--- src/rtl/renode_axi_pkg.sv ---
// Shared AXI types for the Renode co-simulation bridge blocks.
// Includes the arbiter FSM state encodings.
package renode_axi_pkg;

  typedef logic [2:0] burst_size_t;
  typedef logic [1:0] burst_type_t;

  localparam burst_type_t Incrementing = 2'b01;

  typedef enum logic [1:0] {
    OKAY   = 2'b00,
    EXOKAY = 2'b01,
    SLVERR = 2'b10,
    DECERR = 2'b11
  } response_e;

  typedef enum logic [1:0] {
    RdIdle,
    RdAddr,
    RdResp
  } arb_rd_state_e;

  typedef enum logic [1:0] {
    WrIdle,
    WrAddrData,
    WrResp
  } arb_wr_state_e;

endpackage

--- src/rtl/renode_axi_rr_arbiter.sv ---
// N-way round-robin picker: lowest requesting index at or after the
// pointer wins; advance moves the pointer just past the current winner.
module renode_axi_rr_arbiter
  import renode_axi_pkg::*;
#(
  parameter int N = 4,
  localparam int IW = $clog2(N)
) (
  input  logic          clk,
  input  logic          rst,
  input  logic [N-1:0]  req,
  input  logic          advance,
  output logic          grant_valid,
  output logic [IW-1:0] grant_idx
);

  logic [IW-1:0] r_ptr;
  logic [IW-1:0] w_idx;

  // Scan from the farthest offset down so the nearest requester wins.
  always_comb begin
    grant_valid = 1'b0;
    grant_idx   = '0;
    w_idx       = '0;
    for (int i = N - 1; i >= 0; i--) begin
      w_idx = IW'((int'(r_ptr) + i) % N);
      if (req[w_idx]) begin
        grant_valid = 1'b1;
        grant_idx   = w_idx;
      end
    end
  end

  always_ff @(posedge clk or posedge rst) begin
    if (rst) begin
      r_ptr <= '0;
    end else if (advance && grant_valid) begin
      r_ptr <= (grant_idx == IW'(N - 1)) ? '0 : grant_idx + 1'b1;
    end
  end

endmodule

--- src/rtl/renode_axi_manager_arbiter.sv ---
// Shares one single-beat AXI4 manager port among several requesters,
// with independent round-robin read and write paths.
module renode_axi_manager_arbiter
  import renode_axi_pkg::*;
#(
  parameter int NumRequesters      = 4,
  parameter int AddressWidth       = 32,
  parameter int DataWidth          = 32,
  parameter int TransactionIdWidth = 8,
  localparam int StrobeWidth = DataWidth / 8,
  localparam int GW = $clog2(NumRequesters)
) (
  input  logic aclk,
  input  logic areset,

  input  logic [NumRequesters-1:0]                         s_arvalid,
  output logic [NumRequesters-1:0]                         s_arready,
  input  logic [NumRequesters-1:0][AddressWidth-1:0]       s_araddr,
  input  logic [NumRequesters-1:0][TransactionIdWidth-1:0] s_arid,
  input  burst_size_t [NumRequesters-1:0]                  s_arsize,
  output logic [NumRequesters-1:0]                         s_rvalid,
  input  logic [NumRequesters-1:0]                         s_rready,
  output logic [DataWidth-1:0]                             s_rdata,
  output logic [TransactionIdWidth-1:0]                    s_rid,
  output response_e                                        s_rresp,

  input  logic [NumRequesters-1:0]                         s_awvalid,
  output logic [NumRequesters-1:0]                         s_awready,
  input  logic [NumRequesters-1:0][AddressWidth-1:0]       s_awaddr,
  input  logic [NumRequesters-1:0][TransactionIdWidth-1:0] s_awid,
  input  burst_size_t [NumRequesters-1:0]                  s_awsize,
  input  logic [NumRequesters-1:0]                         s_wvalid,
  output logic [NumRequesters-1:0]                         s_wready,
  input  logic [NumRequesters-1:0][DataWidth-1:0]          s_wdata,
  input  logic [NumRequesters-1:0][StrobeWidth-1:0]        s_wstrb,
  output logic [NumRequesters-1:0]                         s_bvalid,
  input  logic [NumRequesters-1:0]                         s_bready,
  output logic [TransactionIdWidth-1:0]                    s_bid,
  output response_e                                        s_bresp,

  output logic                          m_arvalid,
  input  logic                          m_arready,
  output logic [AddressWidth-1:0]       m_araddr,
  output logic [TransactionIdWidth-1:0] m_arid,
  output burst_size_t                   m_arsize,
  output logic [7:0]                    m_arlen,
  output burst_type_t                   m_arburst,
  output logic                          m_arlock,
  output logic [2:0]                    m_arprot,
  input  logic                          m_rvalid,
  output logic                          m_rready,
  input  logic [DataWidth-1:0]          m_rdata,
  input  logic [TransactionIdWidth-1:0] m_rid,
  input  response_e                     m_rresp,

  output logic                          m_awvalid,
  input  logic                          m_awready,
  output logic [AddressWidth-1:0]       m_awaddr,
  output logic [TransactionIdWidth-1:0] m_awid,
  output burst_size_t                   m_awsize,
  output logic [7:0]                    m_awlen,
  output burst_type_t                   m_awburst,
  output logic                          m_awlock,
  output logic [2:0]                    m_awprot,
  output logic                          m_wvalid,
  input  logic                          m_wready,
  output logic [DataWidth-1:0]          m_wdata,
  output logic [StrobeWidth-1:0]        m_wstrb,
  output logic                          m_wlast,
  input  logic                          m_bvalid,
  output logic                          m_bready,
  input  logic [TransactionIdWidth-1:0] m_bid,
  input  response_e                     m_bresp,

  output logic          rd_busy,
  output logic          wr_busy,
  output logic [GW-1:0] rd_grant,
  output logic [GW-1:0] wr_grant
);

  arb_rd_state_e r_rd_state, w_rd_next;
  arb_wr_state_e r_wr_state, w_wr_next;

  logic [GW-1:0] r_rd_grant, r_wr_grant;
  logic [GW-1:0] w_rd_gidx, w_wr_gidx;
  logic          w_rd_gv, w_wr_gv;
  logic          w_rd_adv, w_wr_adv;
  logic          r_aw_done, r_w_done;
  logic          w_aw_hs, w_w_hs;

  assign w_rd_adv = (r_rd_state == RdIdle);
  assign w_wr_adv = (r_wr_state == WrIdle);

  renode_axi_rr_arbiter #(.N(NumRequesters)) u_rd_arb (
    .clk         (aclk),
    .rst         (areset),
    .req         (s_arvalid),
    .advance     (w_rd_adv),
    .grant_valid (w_rd_gv),
    .grant_idx   (w_rd_gidx)
  );

  renode_axi_rr_arbiter #(.N(NumRequesters)) u_wr_arb (
    .clk         (aclk),
    .rst         (areset),
    .req         (s_awvalid),
    .advance     (w_wr_adv),
    .grant_valid (w_wr_gv),
    .grant_idx   (w_wr_gidx)
  );

  assign m_arlen   = 8'd0;
  assign m_arburst = Incrementing;
  assign m_arlock  = 1'b0;
  assign m_arprot  = 3'd0;
  assign m_awlen   = 8'd0;
  assign m_awburst = Incrementing;
  assign m_awlock  = 1'b0;
  assign m_awprot  = 3'd0;
  assign m_wlast   = 1'b1;

  assign s_rdata = m_rdata;
  assign s_rid   = m_rid;
  assign s_rresp = m_rresp;
  assign s_bid   = m_bid;
  assign s_bresp = m_bresp;
  assign m_wdata = s_wdata[r_wr_grant];
  assign m_wstrb = s_wstrb[r_wr_grant];

  assign rd_busy  = (r_rd_state != RdIdle);
  assign wr_busy  = (r_wr_state != WrIdle);
  assign rd_grant = r_rd_grant;
  assign wr_grant = r_wr_grant;

  always_ff @(posedge aclk or posedge areset) begin
    if (areset) begin
      r_rd_state <= RdIdle;
      r_rd_grant <= '0;
      m_araddr   <= '0;
      m_arid     <= '0;
      m_arsize   <= '0;
    end else begin
      r_rd_state <= w_rd_next;
      if (r_rd_state == RdIdle && w_rd_gv) begin
        r_rd_grant <= w_rd_gidx;
        m_araddr   <= s_araddr[w_rd_gidx];
        m_arid     <= s_arid[w_rd_gidx];
        m_arsize   <= s_arsize[w_rd_gidx];
      end
    end
  end

  always_comb begin
    w_rd_next = r_rd_state;
    s_arready = '0;
    s_rvalid  = '0;
    m_arvalid = 1'b0;
    m_rready  = 1'b0;
    unique case (r_rd_state)
      RdIdle: if (w_rd_gv) w_rd_next = RdAddr;
      RdAddr: begin
        m_arvalid = 1'b1;
        if (m_arready) begin
          s_arready[r_rd_grant] = 1'b1;
          w_rd_next = RdResp;
        end
      end
      RdResp: begin
        s_rvalid[r_rd_grant] = m_rvalid;
        m_rready = s_rready[r_rd_grant];
        if (m_rvalid && s_rready[r_rd_grant]) w_rd_next = RdIdle;
      end
      default: w_rd_next = RdIdle;
    endcase
  end

  assign w_aw_hs = m_awvalid && m_awready;
  assign w_w_hs  = m_wvalid && m_wready;

  always_ff @(posedge aclk or posedge areset) begin
    if (areset) begin
      r_wr_state <= WrIdle;
      r_wr_grant <= '0;
      r_aw_done  <= 1'b0;
      r_w_done   <= 1'b0;
      m_awaddr   <= '0;
      m_awid     <= '0;
      m_awsize   <= '0;
    end else begin
      r_wr_state <= w_wr_next;
      if (r_wr_state == WrIdle && w_wr_gv) begin
        r_wr_grant <= w_wr_gidx;
        r_aw_done  <= 1'b0;
        r_w_done   <= 1'b0;
        m_awaddr   <= s_awaddr[w_wr_gidx];
        m_awid     <= s_awid[w_wr_gidx];
        m_awsize   <= s_awsize[w_wr_gidx];
      end else if (r_wr_state == WrAddrData) begin
        if (w_aw_hs) r_aw_done <= 1'b1;
        if (w_w_hs) r_w_done <= 1'b1;
      end
    end
  end

  // AW and W complete independently; each side drops once its flag is set.
  always_comb begin
    w_wr_next = r_wr_state;
    s_awready = '0;
    s_wready  = '0;
    s_bvalid  = '0;
    m_awvalid = 1'b0;
    m_wvalid  = 1'b0;
    m_bready  = 1'b0;
    unique case (r_wr_state)
      WrIdle: if (w_wr_gv) w_wr_next = WrAddrData;
      WrAddrData: begin
        m_awvalid = !r_aw_done;
        m_wvalid  = s_wvalid[r_wr_grant] && !r_w_done;
        s_awready[r_wr_grant] = m_awready && !r_aw_done;
        s_wready[r_wr_grant]  = m_wready && !r_w_done;
        if ((r_aw_done || w_aw_hs) && (r_w_done || w_w_hs))
          w_wr_next = WrResp;
      end
      WrResp: begin
        s_bvalid[r_wr_grant] = m_bvalid;
        m_bready = s_bready[r_wr_grant];
        if (m_bvalid && s_bready[r_wr_grant]) w_wr_next = WrIdle;
      end
      default: w_wr_next = WrIdle;
    endcase
  end

endmodule

--- config.mk ---
export PLATFORM = sky130hd
export DESIGN_NAME = renode_axi_manager_arbiter
export DESIGN_NICKNAME = d
export VERILOG_FILES = /design/src/rtl/renode_axi_pkg.sv /design/src/rtl/renode_axi_rr_arbiter.sv /design/src/rtl/renode_axi_manager_arbiter.sv
export SDC_FILE = /design/constraint.sdc
export NUM_CORES = 1
export LEC_CHECK = 0
export ABC_CLOCK_PERIOD_IN_PS = 5500
export BUFFER_PORTS_ARGS = -buffer_cell sky130_fd_sc_hd__buf_2
export CAP_MARGIN = 20
export CELL_PAD_IN_SITES_DETAIL_PLACEMENT = 2
export CELL_PAD_IN_SITES_GLOBAL_PLACEMENT = 2
export CORE_AREA = 2 2 315 317
export CTS_BUF_LIST = sky130_fd_sc_hd__clkbuf_2 sky130_fd_sc_hd__clkbuf_4 sky130_fd_sc_hd__clkbuf_8
export DETAILED_ROUTE_END_ITERATION = 16
export DIE_AREA = 0 0 317 319
export PLACE_DENSITY = 0.48
export SLEW_MARGIN = 10
export SYNTH_ARGS = -nofsm -noshare
export SYNTH_HDL_FRONTEND = slang
export SYNTH_HIERARCHICAL = 1
export SYNTH_SLANG_ARGS = --single-unit
--- constraint.sdc ---
create_clock -name aclk -period 5.5 [get_ports aclk]
set_input_delay 0.825 -clock aclk [delete_from_list [all_inputs] [get_ports aclk]]
set_output_delay 0.825 -clock aclk [all_outputs]
set_load 0.01 [all_outputs]
==> results.txt <==
----------------------------------------------------
[Finish]
  Fraction of final layout cells with drive strength greater than 1 ... 80.84%
  Combined area of the multi-input logic cells ... 0.004558 mm^2
  Area growth from synthesis to final layout ... 57.28%
  Final standard cell count with taps included and fillers excluded ... 2433
  Fill cells ... around 11000
  Net count reported at finish ... approximately 1700
  Reg area ... 0.002505 mm^2

[GRT]
  Global-route wire length before repair ... slightly below 60000 um
  Number of antenna violations at the first check in global routing ... 5
  Via count of the first global-routing pass ... 8484
  Combined global-route utilization of all metal layers ... 7.842%
  Pin count of the biggest net entering global routing ... 46
  Grt ovf ... 0

[Logic synthesis]
  Portion of the post-synthesis area used by sequential elements ... approximately a third
  Count of unique library cells instantiated by Yosys ... 36
  Share of synthesized flip-flops with an asynchronous set or reset ... 100.0%
  Main synth FF type ... sky130_fd_sc_hd__dfrtp_1
  Number of synthesized flops with an enable pin ... 0
  Post-synthesis cell count ... 542
  Synth Area per Inst ... about 15 um^2
  Synth Register Bits ... 100
  Combined area of all synthesized cells ... 0.007903 mm^2
  Synthesis Warnings ... 6

[Clock tree]
  Post-CTS repair timing setup buffer count ... 0
  Sinks on Clock Net ... 100
  Count of cells resized by post-cts repair ... 0
  Number of H-tree branching levels ... 3
  Clock tree from TritonCTS ... yes
  Worst-case clock buffer depth ... 2
  Cell at the root of the clock tree ... sky130_fd_sc_hd__clkbuf_8
  CTS clock-pin slew for the worst setup and hold paths ... 0.12 ns
  Total clock buffers created by CTS ... 9
  Hold buffer count at cts ... 0
  Latest clock arrival within the worst-skew pair ... between 0.4 and 0.5 ns

[Power]
  Sw frac ... 40.81%
  NetSw ... 2267 uW
  Maximum ir drop on the vdd rail ... between 0.1 and 0.15 mV
  Power Density ... 446.9 mW/mm^2
  Portion of total power attributed to the clock network ... roughly 11%
  Internal ... approximately 3300 uW
  Part of the power in combinational logic ... 62.3%
  Sequential fraction of design power ... 26.3%
  Leakage power ... 0.005602 uW

[Timing]
  Setup Total Neg Slack ... 0 ns
  Final clock skew ... 0.01574 ns
  Fraction of the cycle the final worst path needs ... 64.21%
  Number of max-slew violations in the final report ... 0
  Final Hold Violating Endpoints ... 0
  Final Critical Period ... 3.532 ns
  RSZ-0062 raised after global routing ... false
  Worst hold margin ... about 0.28 ns
  Transition time at the pin with the least slew margin ... just over 0.9 ns
  Achievable clock frequency ... ~0.28 GHz
  Headroom to the max-slew limit ... about 39%
  Count of endpoints failing setup in the final report ... 0

[Route]
  Overall routed net length ... between 40000 and 50000 um
  Drt via density ... between 3 and 4
  Met1 WL ... 14080 um
  DRC violations left ... 0
  Number of nets still failing antenna checks after routing ... 0
  Highest metal layer with signal wires ... met5
  Total number of vias ... 7365
  First-pass detailed-route iteration total ... 4
  Total met2 wirelength after detailed routing ... 22100 um
  Met3 wire length ... 3454 um
  Count of routing violations after the opening detailed-route iteration ... 134
  Detail-routed net length per standard cell ... between 15 and 20 um

[Die]
  Chip Height ... 319 um
  Top-level port count ... 801
  Core area ... 0.09770 mm^2
  Initial cell density of the core ... under 10%
  Horizontal die dimension ... between 300 and 400 um
  Placement row count ... 115
  Area of the die ... slightly above 0.1 mm^2

[Placement]
  Weighted congestion reported at the end of routability-driven placement ... 0.8013
  Count of input and output buffers ... ~670
  DP Wirelength ... 35090 um
  # placed instances ... 2413

[Flow run]
  Max Cap Violations ... 0

[Critical path]
  Crit path max fanout ... 23
  Arrival time worst endpoint ... 2.71 ns
  Required time worst endpoint ... 4.68 ns
  Startpoint class of the critical path ... flop
  Setup crit end kind ... output port
  Worst setup path class ... reg -> out

[Hold path]
  Worst Hold Class ... in -> async

[Run status]
  Status ... finished clean

----------------------------------------------------
[metal layers]
layer,up-vias,track usage (%)
li1,3189,-
met1,3708,7.854
met2,398,14.76
met3,64,2.523
met4,6,3.113
met5,-,0
[metrics by stage]
step / power, uW / setup slack [ns] / utilization [%] / instance area (um^2)
global route: 6048 / 1.660 / 12.72 / 12430
global placement: 4988 / 1.722 / 12.45 / 12160
CTS: 5766 / 1.745 / 12.69 / 12400
finish: 5555 / 1.968 / 12.72 / 12430
floorplan: 3816 / 2.170 / - / 8004
detailed placement: 5064 / 1.707 / 12.45 / 12160
[path summary, 6_finish.rpt]
kind	from	end	slack, ns	depth (start not counted)
max in group asynchronous	areset	wr_grant[1]$_DFFE_PP0P_	3.98	3
hold / removal	areset	u_wr_arb/r_ptr[0]$_DFFE_PP0P_	0.28	2
setup reg to reg	u_rd_arb/r_ptr[0]$_DFFE_PP0P_	m_araddr[4]$_DFFE_PP0P_	2.58	7
min in group aclk	m_awaddr[22]$_DFFE_PP0P_	m_awaddr[22]$_DFFE_PP0P_	0.51	1
hold reg to reg	m_awaddr[22]$_DFFE_PP0P_	m_awaddr[22]$_DFFE_PP0P_	0.51	1
setup / recovery	wr_grant[0]$_DFFE_PP0P_	m_bready	1.97	4
[layout make-up]
cell class / instances / area share, %
timing repair buffer: 680 / 27.74
clock inverter: 7 / 0.9261
multi-input combinational: 332 / 36.67
clock buffer: 9 / 0.9966
sequential: 100 / 20.15
inverter: 15 / 0.4933
tap: 1287 / 12.96
antenna: 3 / 0.06040
[cells in the mapped netlist, types with 2 or more instances]
cell type	instances	area share [%]
sky130_fd_sc_hd__mux4_2	125	36
sky130_fd_sc_hd__dfrtp_1	100	32
sky130_fd_sc_hd__buf_4	85	8.1
sky130_fd_sc_hd__mux2_2	62	8.8
sky130_fd_sc_hd__mux2_4	28	5.3
sky130_fd_sc_hd__nor2_1	22	1.0
sky130_fd_sc_hd__inv_1	14	0.66
sky130_fd_sc_hd__buf_6	13	1.9
sky130_fd_sc_hd__a21oi_1	12	0.76
sky130_fd_sc_hd__buf_2	10	0.63
sky130_fd_sc_hd__nand2_1	10	0.48
sky130_fd_sc_hd__clkbuf_1	7	0.33
sky130_fd_sc_hd__nand2b_1	7	0.55
sky130_fd_sc_hd__nor3_1	5	0.32
sky130_fd_sc_hd__buf_1	4	0.19
sky130_fd_sc_hd__nor3b_1	4	0.38
sky130_fd_sc_hd__a211o_1	3	0.33
sky130_fd_sc_hd__a22o_1	3	0.33
sky130_fd_sc_hd__nand3b_1	3	0.28
sky130_fd_sc_hd__o21ai_0	3	0.19
sky130_fd_sc_hd__and3b_1	2	0.22
sky130_fd_sc_hd__buf_8	2	0.38
sky130_fd_sc_hd__conb_1	2	0.095
sky130_fd_sc_hd__nor2b_1	2	0.16
sky130_fd_sc_hd__o21ai_1	2	0.13
sky130_fd_sc_hd__xor2_1	2	0.22
[worst max-delay path, cell delays in order (launching register included)]
cell,delay [ns]
sky130_fd_sc_hd__dfrtp_2,0.81
sky130_fd_sc_hd__buf_4,0.46
sky130_fd_sc_hd__mux4_2,0.60
sky130_fd_sc_hd__nor3b_1,0.18
sky130_fd_sc_hd__buf_2,0.16
[power groups by stage]
stage | Combinational, uW | Clock, uW | Sequential [uW]
6_report | 3460 | 633 | 1460
5_1_grt | 3790 | 716 | 1550
4_1_cts | 3580 | 704 | 1490
3_5_place_dp | 3570 | 0 | 1490
3_3_place_gp | 3500 | 0 | 1490
2_1_floorplan | 2320 | 0 | 1500
[logic make-up (layout without fill, tap and decap cells)]
kind of cell | count (synthesis) | after routing | synth area share, %
buffers and inverters | 137 | 711 | 12.24
flip-flops | 100 | 100 | 31.67
AO/OA/AOI/OAI | 28 | 28 | 2.264
multiplexers | 215 | 215 | 49.78
AND/OR/NAND/NOR | 58 | 58 | 3.737
XOR/XNOR | 2 | 2 | 0.2217
other | 2 | 32 | 0.09503
[state kept, by name, summed over array words and instances (netlist names), 3 cells and up]
| register | cells |
|---|---|
| m_araddr | 32 |
| m_arsize | 3 |
| m_awaddr | 32 |
| m_arid | 8 |
| m_awid | 8 |
| m_awsize | 3 |
[cell usage in the layout (no fill, tap or decap), types with 2 or more instances in the layout]
cell type                    netlist  routed
sky130_fd_sc_hd__mux2_4           28      28
sky130_fd_sc_hd__buf_4            85      12
sky130_fd_sc_hd__nand3b_1          3       3
sky130_fd_sc_hd__dfrtp_1         100      98
sky130_fd_sc_hd__mux4_2          125     125
sky130_fd_sc_hd__nor3b_1           4       4
sky130_fd_sc_hd__nor2b_1           2       2
sky130_fd_sc_hd__mux2_2           62      62
sky130_fd_sc_hd__buf_2            10     667
sky130_fd_sc_hd__a21oi_4           0       2
sky130_fd_sc_hd__nor2_1           22      22
sky130_fd_sc_hd__conb_1            2      29
sky130_fd_sc_hd__xor2_1            2       2
sky130_fd_sc_hd__nor3_1            5       5
sky130_fd_sc_hd__clkbuf_8          0       9
sky130_fd_sc_hd__inv_1            14      11
sky130_fd_sc_hd__o21ai_1           2       2
sky130_fd_sc_hd__clkinvlp_4        0       2
sky130_fd_sc_hd__a21oi_1          12      10
sky130_fd_sc_hd__o21ai_0           3       3
sky130_fd_sc_hd__bufinv_16         0       3
sky130_fd_sc_hd__clkinv_2          0       4
sky130_fd_sc_hd__and3b_1           2       2
sky130_fd_sc_hd__a211o_1           3       3
sky130_fd_sc_hd__nand2b_1          7       7
sky130_fd_sc_hd__dfrtp_2           0       2
sky130_fd_sc_hd__diode_2           0       3
sky130_fd_sc_hd__a22o_1            3       3
sky130_fd_sc_hd__nand2_1          10      10
No activity file was read; power rests on OpenSTA's default activity.
